<file path="config.mk">
export PLATFORM = sky130hd
export DESIGN_NAME = micro_uart_apb_bridge
export DESIGN_NICKNAME = d
export VERILOG_FILES = /design/src/rtl/micro_uart_apb_bridge.sv
export SDC_FILE = /design/constraint.sdc
export NUM_CORES = 1
export LEC_CHECK = 0
export ABC_AREA = 1
export ABC_CLOCK_PERIOD_IN_PS = 2100
export CELL_PAD_IN_SITES_DETAIL_PLACEMENT = 1
export CELL_PAD_IN_SITES_GLOBAL_PLACEMENT = 1
export CORE_MARGIN = 3
export CORE_UTILIZATION = 37
export CTS_BUF_LIST = sky130_fd_sc_hd__clkbuf_4 sky130_fd_sc_hd__clkbuf_8
export CTS_CLUSTER_DIAMETER = 150
export CTS_CLUSTER_SIZE = 12
export DETAILED_ROUTE_END_ITERATION = 10
export GPL_ROUTABILITY_DRIVEN = 0
export GPL_TIMING_DRIVEN = 0
export PLACE_DENSITY = 0.78
export SETUP_SLACK_MARGIN = 0.5
export SYNTH_ARGS = -nofsm -noshare
export SYNTH_HDL_FRONTEND = slang
export SYNTH_SLANG_ARGS = --single-unit
</file>
<file path="constraint.sdc">
create_clock -name clk -period 2.1 [get_ports clk]
set_clock_uncertainty 0.1 [all_clocks]
set_input_delay 0.63 -clock clk [delete_from_list [all_inputs] [get_ports clk]]
set_output_delay 0.63 -clock clk [all_outputs]
set_load 0.1 [all_outputs]
</file>
<file path="src/rtl/micro_uart_apb_bridge.sv">
// micro_uart_apb_bridge: turns serial command bytes into APB master transactions.
//   Write command: 0x57, addr, dH, dL -> one APB write, reply 0x4B.
//   Read command : 0x52, addr         -> one APB read,  reply dH, dL.
//   Unknown opcode -> reply 0x3F.
// Optional build macro MICRO_UART_APB_BRIDGE_PREADY_EN adds apb_pready /
// apb_pslverr: wait states (abort reply 0x54) and slave error (reply 0x45).
// The current FSM state is visible on dbg_state.
//
// Response handshake: tx_valid rises together with a new tx_data and both stay
// frozen until a rising clock edge sees tx_valid & tx_ready; only that edge
// may change tx_data or drop tx_valid. rx_valid is a one-cycle pulse with no
// back-pressure; bytes arriving while busy are discarded and flagged on rx_drop.
module micro_uart_apb_bridge #(
   parameter int          ADDR_W      = 4,
   parameter logic [15:0] CMD_TIMEOUT = 16'd4000
) (
   input  logic              clk,
   input  logic              reset_n,
   input  logic              rx_valid,
   input  logic [7:0]        rx_data,
   output logic              rx_drop,
   output logic [7:0]        tx_data,
   output logic              tx_valid,
   input  logic              tx_ready,
   output logic              apb_psel,
   output logic              apb_penable,
   output logic              apb_pwrite,
   output logic [ADDR_W-1:0] apb_paddr,
   output logic [31:0]       apb_pwdata,
   input  logic [31:0]       apb_prdata,
`ifdef MICRO_UART_APB_BRIDGE_PREADY_EN
   input  logic              apb_pready,
   input  logic              apb_pslverr,
`endif
   output logic [2:0]        dbg_state
);

   localparam logic [2:0] S_IDLE     = 3'd0;
   localparam logic [2:0] S_GET_ADDR = 3'd1;
   localparam logic [2:0] S_GET_DH   = 3'd2;
   localparam logic [2:0] S_GET_DL   = 3'd3;
   localparam logic [2:0] S_SETUP    = 3'd4;
   localparam logic [2:0] S_ACCESS   = 3'd5;
   localparam logic [2:0] S_RESP_HI  = 3'd6;
   localparam logic [2:0] S_RESP_LO  = 3'd7;

   localparam logic [7:0] OP_WRITE  = 8'h57;
   localparam logic [7:0] OP_READ   = 8'h52;
   localparam logic [7:0] RSP_ACK   = 8'h4B;
   localparam logic [7:0] RSP_BAD   = 8'h3F;
   localparam logic [7:0] RSP_ERR   = 8'h45;
   localparam logic [7:0] RSP_TMO   = 8'h54;

   logic [2:0]        state;
   logic              is_wr_q;      // opcode of the command being parsed
   logic [ADDR_W-1:0] addr_q;       // parsed address, copied to apb_paddr at SETUP entry
   logic [7:0]        wd_hi_q;      // parsed high data byte
   logic [15:0]       wdata_q;      // drives pwdata[15:0]; held between transactions
   logic [7:0]        rd_lo_q;      // low read byte waiting behind the high byte
   logic [15:0]       cnt;          // inter-byte timeout counter
   logic              in_get;
   logic              busy;
   logic              cmd_expire;
   logic              pready_w;
   logic              pslverr_w;
   logic              acc_expire;
   logic              tx_fire;
   logic              unused_prdata;

   assign unused_prdata = ^apb_prdata[31:16];

   assign in_get     = (state == S_GET_ADDR) || (state == S_GET_DH) || (state == S_GET_DL);
   assign busy       = (state == S_SETUP) || (state == S_ACCESS) ||
                       (state == S_RESP_HI) || (state == S_RESP_LO);
   assign cmd_expire = (cnt == CMD_TIMEOUT - 16'd1);
   assign tx_fire    = tx_valid && tx_ready;

   // APB strobes decode straight from the state so a reset drops them at once
   assign apb_psel    = (state == S_SETUP) || (state == S_ACCESS);
   assign apb_penable = (state == S_ACCESS);
   assign apb_pwdata  = {16'h0000, wdata_q};
   assign dbg_state   = state;

`ifdef MICRO_UART_APB_BRIDGE_PREADY_EN
   logic [15:0] acc_cnt;

   assign pready_w   = apb_pready;
   assign pslverr_w  = apb_pslverr;
   assign acc_expire = !apb_pready && (acc_cnt == CMD_TIMEOUT - 16'd1);

   // count ACCESS cycles spent waiting for pready, saturating
   always_ff @(posedge clk or negedge reset_n) begin
      if (!reset_n) begin
         acc_cnt <= 16'd0;
      end else if ((state == S_ACCESS) && !apb_pready) begin
         if (acc_cnt != 16'hFFFF) acc_cnt <= acc_cnt + 16'd1;
      end else begin
         acc_cnt <= 16'd0;
      end
   end
`else
   assign pready_w   = 1'b1;
   assign pslverr_w  = 1'b0;
   assign acc_expire = 1'b0;
`endif

   // inter-byte timeout: cleared by any byte, runs only while parsing, saturates
   always_ff @(posedge clk or negedge reset_n) begin
      if (!reset_n) begin
         cnt <= 16'd0;
      end else if (rx_valid || !in_get) begin
         cnt <= 16'd0;
      end else if (cnt != 16'hFFFF) begin
         cnt <= cnt + 16'd1;
      end
   end

   // flag bytes that arrive while a transaction or response is in flight
   always_ff @(posedge clk or negedge reset_n) begin
      if (!reset_n) rx_drop <= 1'b0;
      else          rx_drop <= rx_valid && busy;
   end

   // command parser, APB sequencer and response generator
   always_ff @(posedge clk or negedge reset_n) begin
      if (!reset_n) begin
         state      <= S_IDLE;
         is_wr_q    <= 1'b0;
         addr_q     <= '0;
         wd_hi_q    <= 8'h00;
         wdata_q    <= 16'h0000;
         rd_lo_q    <= 8'h00;
         apb_paddr  <= '0;
         apb_pwrite <= 1'b0;
         tx_data    <= 8'h00;
         tx_valid   <= 1'b0;
      end else begin
         case (state)
            S_IDLE: begin
               if (rx_valid) begin
                  if ((rx_data == OP_WRITE) || (rx_data == OP_READ)) begin
                     is_wr_q <= (rx_data == OP_WRITE);
                     state   <= S_GET_ADDR;
                  end else begin
                     tx_data  <= RSP_BAD;
                     tx_valid <= 1'b1;
                     state    <= S_RESP_LO;
                  end
               end
            end
            S_GET_ADDR: begin
               if (rx_valid) begin
                  addr_q <= rx_data[ADDR_W-1:0];
                  if (is_wr_q) begin
                     state <= S_GET_DH;
                  end else begin
                     apb_paddr  <= rx_data[ADDR_W-1:0];
                     apb_pwrite <= 1'b0;
                     state      <= S_SETUP;
                  end
               end else if (cmd_expire) begin
                  state <= S_IDLE;
               end
            end
            S_GET_DH: begin
               if (rx_valid) begin
                  wd_hi_q <= rx_data;
                  state   <= S_GET_DL;
               end else if (cmd_expire) begin
                  state <= S_IDLE;
               end
            end
            S_GET_DL: begin
               if (rx_valid) begin
                  apb_paddr  <= addr_q;
                  apb_pwrite <= 1'b1;
                  wdata_q    <= {wd_hi_q, rx_data};
                  state      <= S_SETUP;
               end else if (cmd_expire) begin
                  state <= S_IDLE;
               end
            end
            S_SETUP: begin
               state <= S_ACCESS;
            end
            S_ACCESS: begin
               if (pready_w) begin
                  tx_valid <= 1'b1;
                  if (pslverr_w) begin
                     tx_data <= RSP_ERR;
                     state   <= S_RESP_LO;
                  end else if (apb_pwrite) begin
                     tx_data <= RSP_ACK;
                     state   <= S_RESP_LO;
                  end else begin
                     tx_data <= apb_prdata[15:8];
                     rd_lo_q <= apb_prdata[7:0];
                     state   <= S_RESP_HI;
                  end
               end else if (acc_expire) begin
                  tx_data  <= RSP_TMO;
                  tx_valid <= 1'b1;
                  state    <= S_RESP_LO;
               end
            end
            S_RESP_HI: begin
               if (tx_fire) begin
                  tx_data <= rd_lo_q;
                  state   <= S_RESP_LO;
               end
            end
            S_RESP_LO: begin
               if (tx_fire) begin
                  tx_valid <= 1'b0;
                  state    <= S_IDLE;
               end
            end
            default: begin
               state <= S_IDLE;
            end
         endcase
      end
   end

endmodule

</file>
==> impl_metrics.tcl <==
set metrics [dict create \
    status "finished, violations left" \
    violations "setup timing" \
    cts_hold_buf 0 \
    dp_hpwl_um 7570 \
    cp.required_ns 1.37 \
    ir_drop_v 0.00115 \
    clkSlewWorstSetupHoldPaths_ns 0.08 \
    grt_busiest_layer "met2" \
    synth_ff_type "dfrtp_1" \
    htreeDepth 3 \
    initial_core_util 0.390 \
    wl_per_cell_um 21.6 \
    clkPwrFrac 0.095 \
    synthCells 437 \
    yosys_warnings 0 \
    area_delta_synth_final_pct 64.7 \
    post-place-ws_ns -0.853 \
    pin_count 96 \
    max_freq_ghz 0.439 \
    critPathArrivalTime_ns 1.55 \
    finish.utilization 0.642 \
    finalMaxSlewViolations 0 \
    switching_share 0.520 \
    synthesis.area_sq_mm 0.00370 \
    rows 35 \
    clk_latency_ns 0.36 \
    path_max_fanout 4 \
    insertedDiodeCount 0 \
    vias 3809 \
    portBuffers 62 \
    avgSynthCellArea_sq_um 8.48 \
    min_period_ns 2.28 \
    worstMarginPinSlew_ns 0.526 \
    core_sq_mm 0.00950 \
    first_global_vias 3826 \
    grtUsageTotal 0.225 \
    numCtsBuffers 9 \
    hp-class "in -> async" \
    drive_gt1_frac 0.446 \
    p_switching_w 0.00586 \
    p_seq_frac 0.220 \
    finalNonFillerCells 717 \
    worst-setup-path-type "reg -> out" \
    die_w_um 106 \
    cts.sinks 71 \
    antenna_found_initial 0 \
    clockBufferDepth 2 \
    startpoint_type "register" \
    power_frac_comb 0.685 \
    clock-root-buffer "clkbuf_8" \
    cts_tree "yes" \
    synth.distinct_cells 40 \
    wirelength_um 15500 \
    finalSetupViolCount 14 \
    synth-async-reset-ratio 1.00 \
    final_nets 628 \
    hold_violations 0 \
    vias_per_cell 5.31 \
    die_y_um 106 \
    intPower_w 0.00541 \
    yosysSeqAreaShare 0.480 \
    drt_iter0_drc 255 \
    fillCellCount 1037 \
    setup_slack_ns -0.180 \
    first_pass_iters 4 \
    antenna_left 0 \
    grt_util_met3 0.0419 \
    gr-usage-met1 0.273 \
    ys_ff_latch 71 \
    grt_pass1_wl_um 20200 \
    grt_overflow_total 0 \
    grt_max_degree 72 \
    rsz0062_at_grt "true" \
    p_per_area_mw_per_mm2 1850 \
    drv_cap 0 \
    synth-edff-count 0 \
    numPlacedInstances 644 \
    dieArea_sq_mm 0.0112 \
    grt_util_met2 0.409 \
    drc 0 \
    relSlewSlack 0.648 \
    finalCritPeriodShare 1.09 \
    p_leak_nw 2.91 \
    cp-end-kind "output pin" \
]
[critical path, stage by stage, from the launching register on]
cell and delay (ns):
dfrtp_4 0.51, buf_12 0.15, nor2_4 0.11, inv_2 0.06
o21ai_4 0.17, buf_12 0.20
[kinds of logic (layout without fill, tap and decap cells)]
group	after synthesis	after routing	synth area share
flip-flops	71	71	0.480
AO/OA/AOI/OAI	67	67	0.104
other	1	16	0.00101
AND/OR/NAND/NOR	212	212	0.272
adder cells (fa/ha/maj)	1	1	0.00338
buffers and inverters	75	211	0.108
XOR/XNOR	2	2	0.00473
multiplexers	8	8	0.0274
[power groups by stage]
stage / registers [W] / clock network [W] / logic (W)
2_1_floorplan: 0.00435 / 0 / 0.00194
3_3_place_gp: 0.00225 / 0 / 0.00513
3_5_place_dp: 0.00228 / 0 / 0.00523
4_1_cts: 0.00239 / 0.00104 / 0.00657
5_1_grt: 0.00252 / 0.00113 / 0.00805
6_report: 0.00248 / 0.00107 / 0.00772
[metal layers]
metal,up-vias,routed length (um)
met1,1946,6030
met2,144,8180
met3,47,679
met4,0,601
li1,1672,-
met5,-,0
[cells in the mapped netlist (5+ instances only)]
master | count | area [sq um]
nand3_1 | 23 | 115
o21ai_0 | 41 | 205
buf_6 | 7 | 78.8
inv_2 | 6 | 22.5
o21ai_2 | 6 | 52.6
nor3_1 | 11 | 55.1
nor2_1 | 21 | 78.8
nand4_1 | 8 | 50.1
buf_4 | 16 | 120
mux2_2 | 5 | 56.3
nand2_1 | 122 | 458
dfrtp_1 | 71 | 1780
nor2_4 | 5 | 56.3
a21oi_1 | 9 | 45.0
inv_1 | 40 | 150
nand2_2 | 7 | 43.8
[layout make-up]
cell class                      count  area, sq um  share of cell area
Tap cell                          129          161              0.0264
Timing Repair Buffer              120         1610               0.264
Multi-Input combinational cell    306         1840               0.301
Inverter                           48          214              0.0351
Clock buffer                       10          131              0.0215
Clock inverter                      6         45.0             0.00738
Buffer                             27          278              0.0455
Sequential cell                    71         1830               0.299
[path summary, 6_finish.rpt]
check	cells past startpoint	to	slack [ns]	startpoint
max	5	apb_psel	-0.18	dbg_state[1]
min	2	addr_q[1]	0.16	reset_n
max reg2reg	12	tx_data[1]	-0.15	dbg_state[1]
min reg2reg	2	wd_hi_q[4]	0.42	wd_hi_q[4]
max in group asynchronous	2	dbg_state[2]	1.39	reset_n
min in group clk	2	wd_hi_q[4]	0.42	wd_hi_q[4]
[sequential cells by signal, summed over array words and instances, names as in the netlist, 3 cells and up]
signal,flops
cnt,16
tx_data,8
dbg_state,3
addr_q,4
wdata_q,16
wd_hi_q,8
apb_paddr,4
rd_lo_q,8
[through the flow]
stage	instance area (sq um)	power (W)	TNS, ns	hold WS, ns
after global routing	6100	0.0117	-2.23	0.186
after CTS	5580	0.0100	-0.142	0.195
final	6100	0.0113	-1.36	0.157
after detailed placement	4670	0.00751	-10.80	0.362
after floorplan	3860	0.00629	-3.41	0.234
after global placement	4640	0.00738	-174.22	0.363
[cell usage in the layout, fill, tap and decap left out, types with 19 or more instances in the layout]
cell type	count
nand2_1	107
buf_4	49
buf_12	41
dfrtp_1	37
inv_1	36
dfrtp_2	31
clkdlybuf4s50_1	25
nand3_1	20
buf_6	20
nor2_1	19
[what timing repair did]
item                                    4_1_cts  5_1_grt
gates resized for setup                     347       94
buffers inserted                             28       26
endpoints found under the setup margin       82      103
pin swaps                                     8       14
cloned                                        2        1
endpoints found under the hold margin         0        0
(Power assumes the default switching activity.)
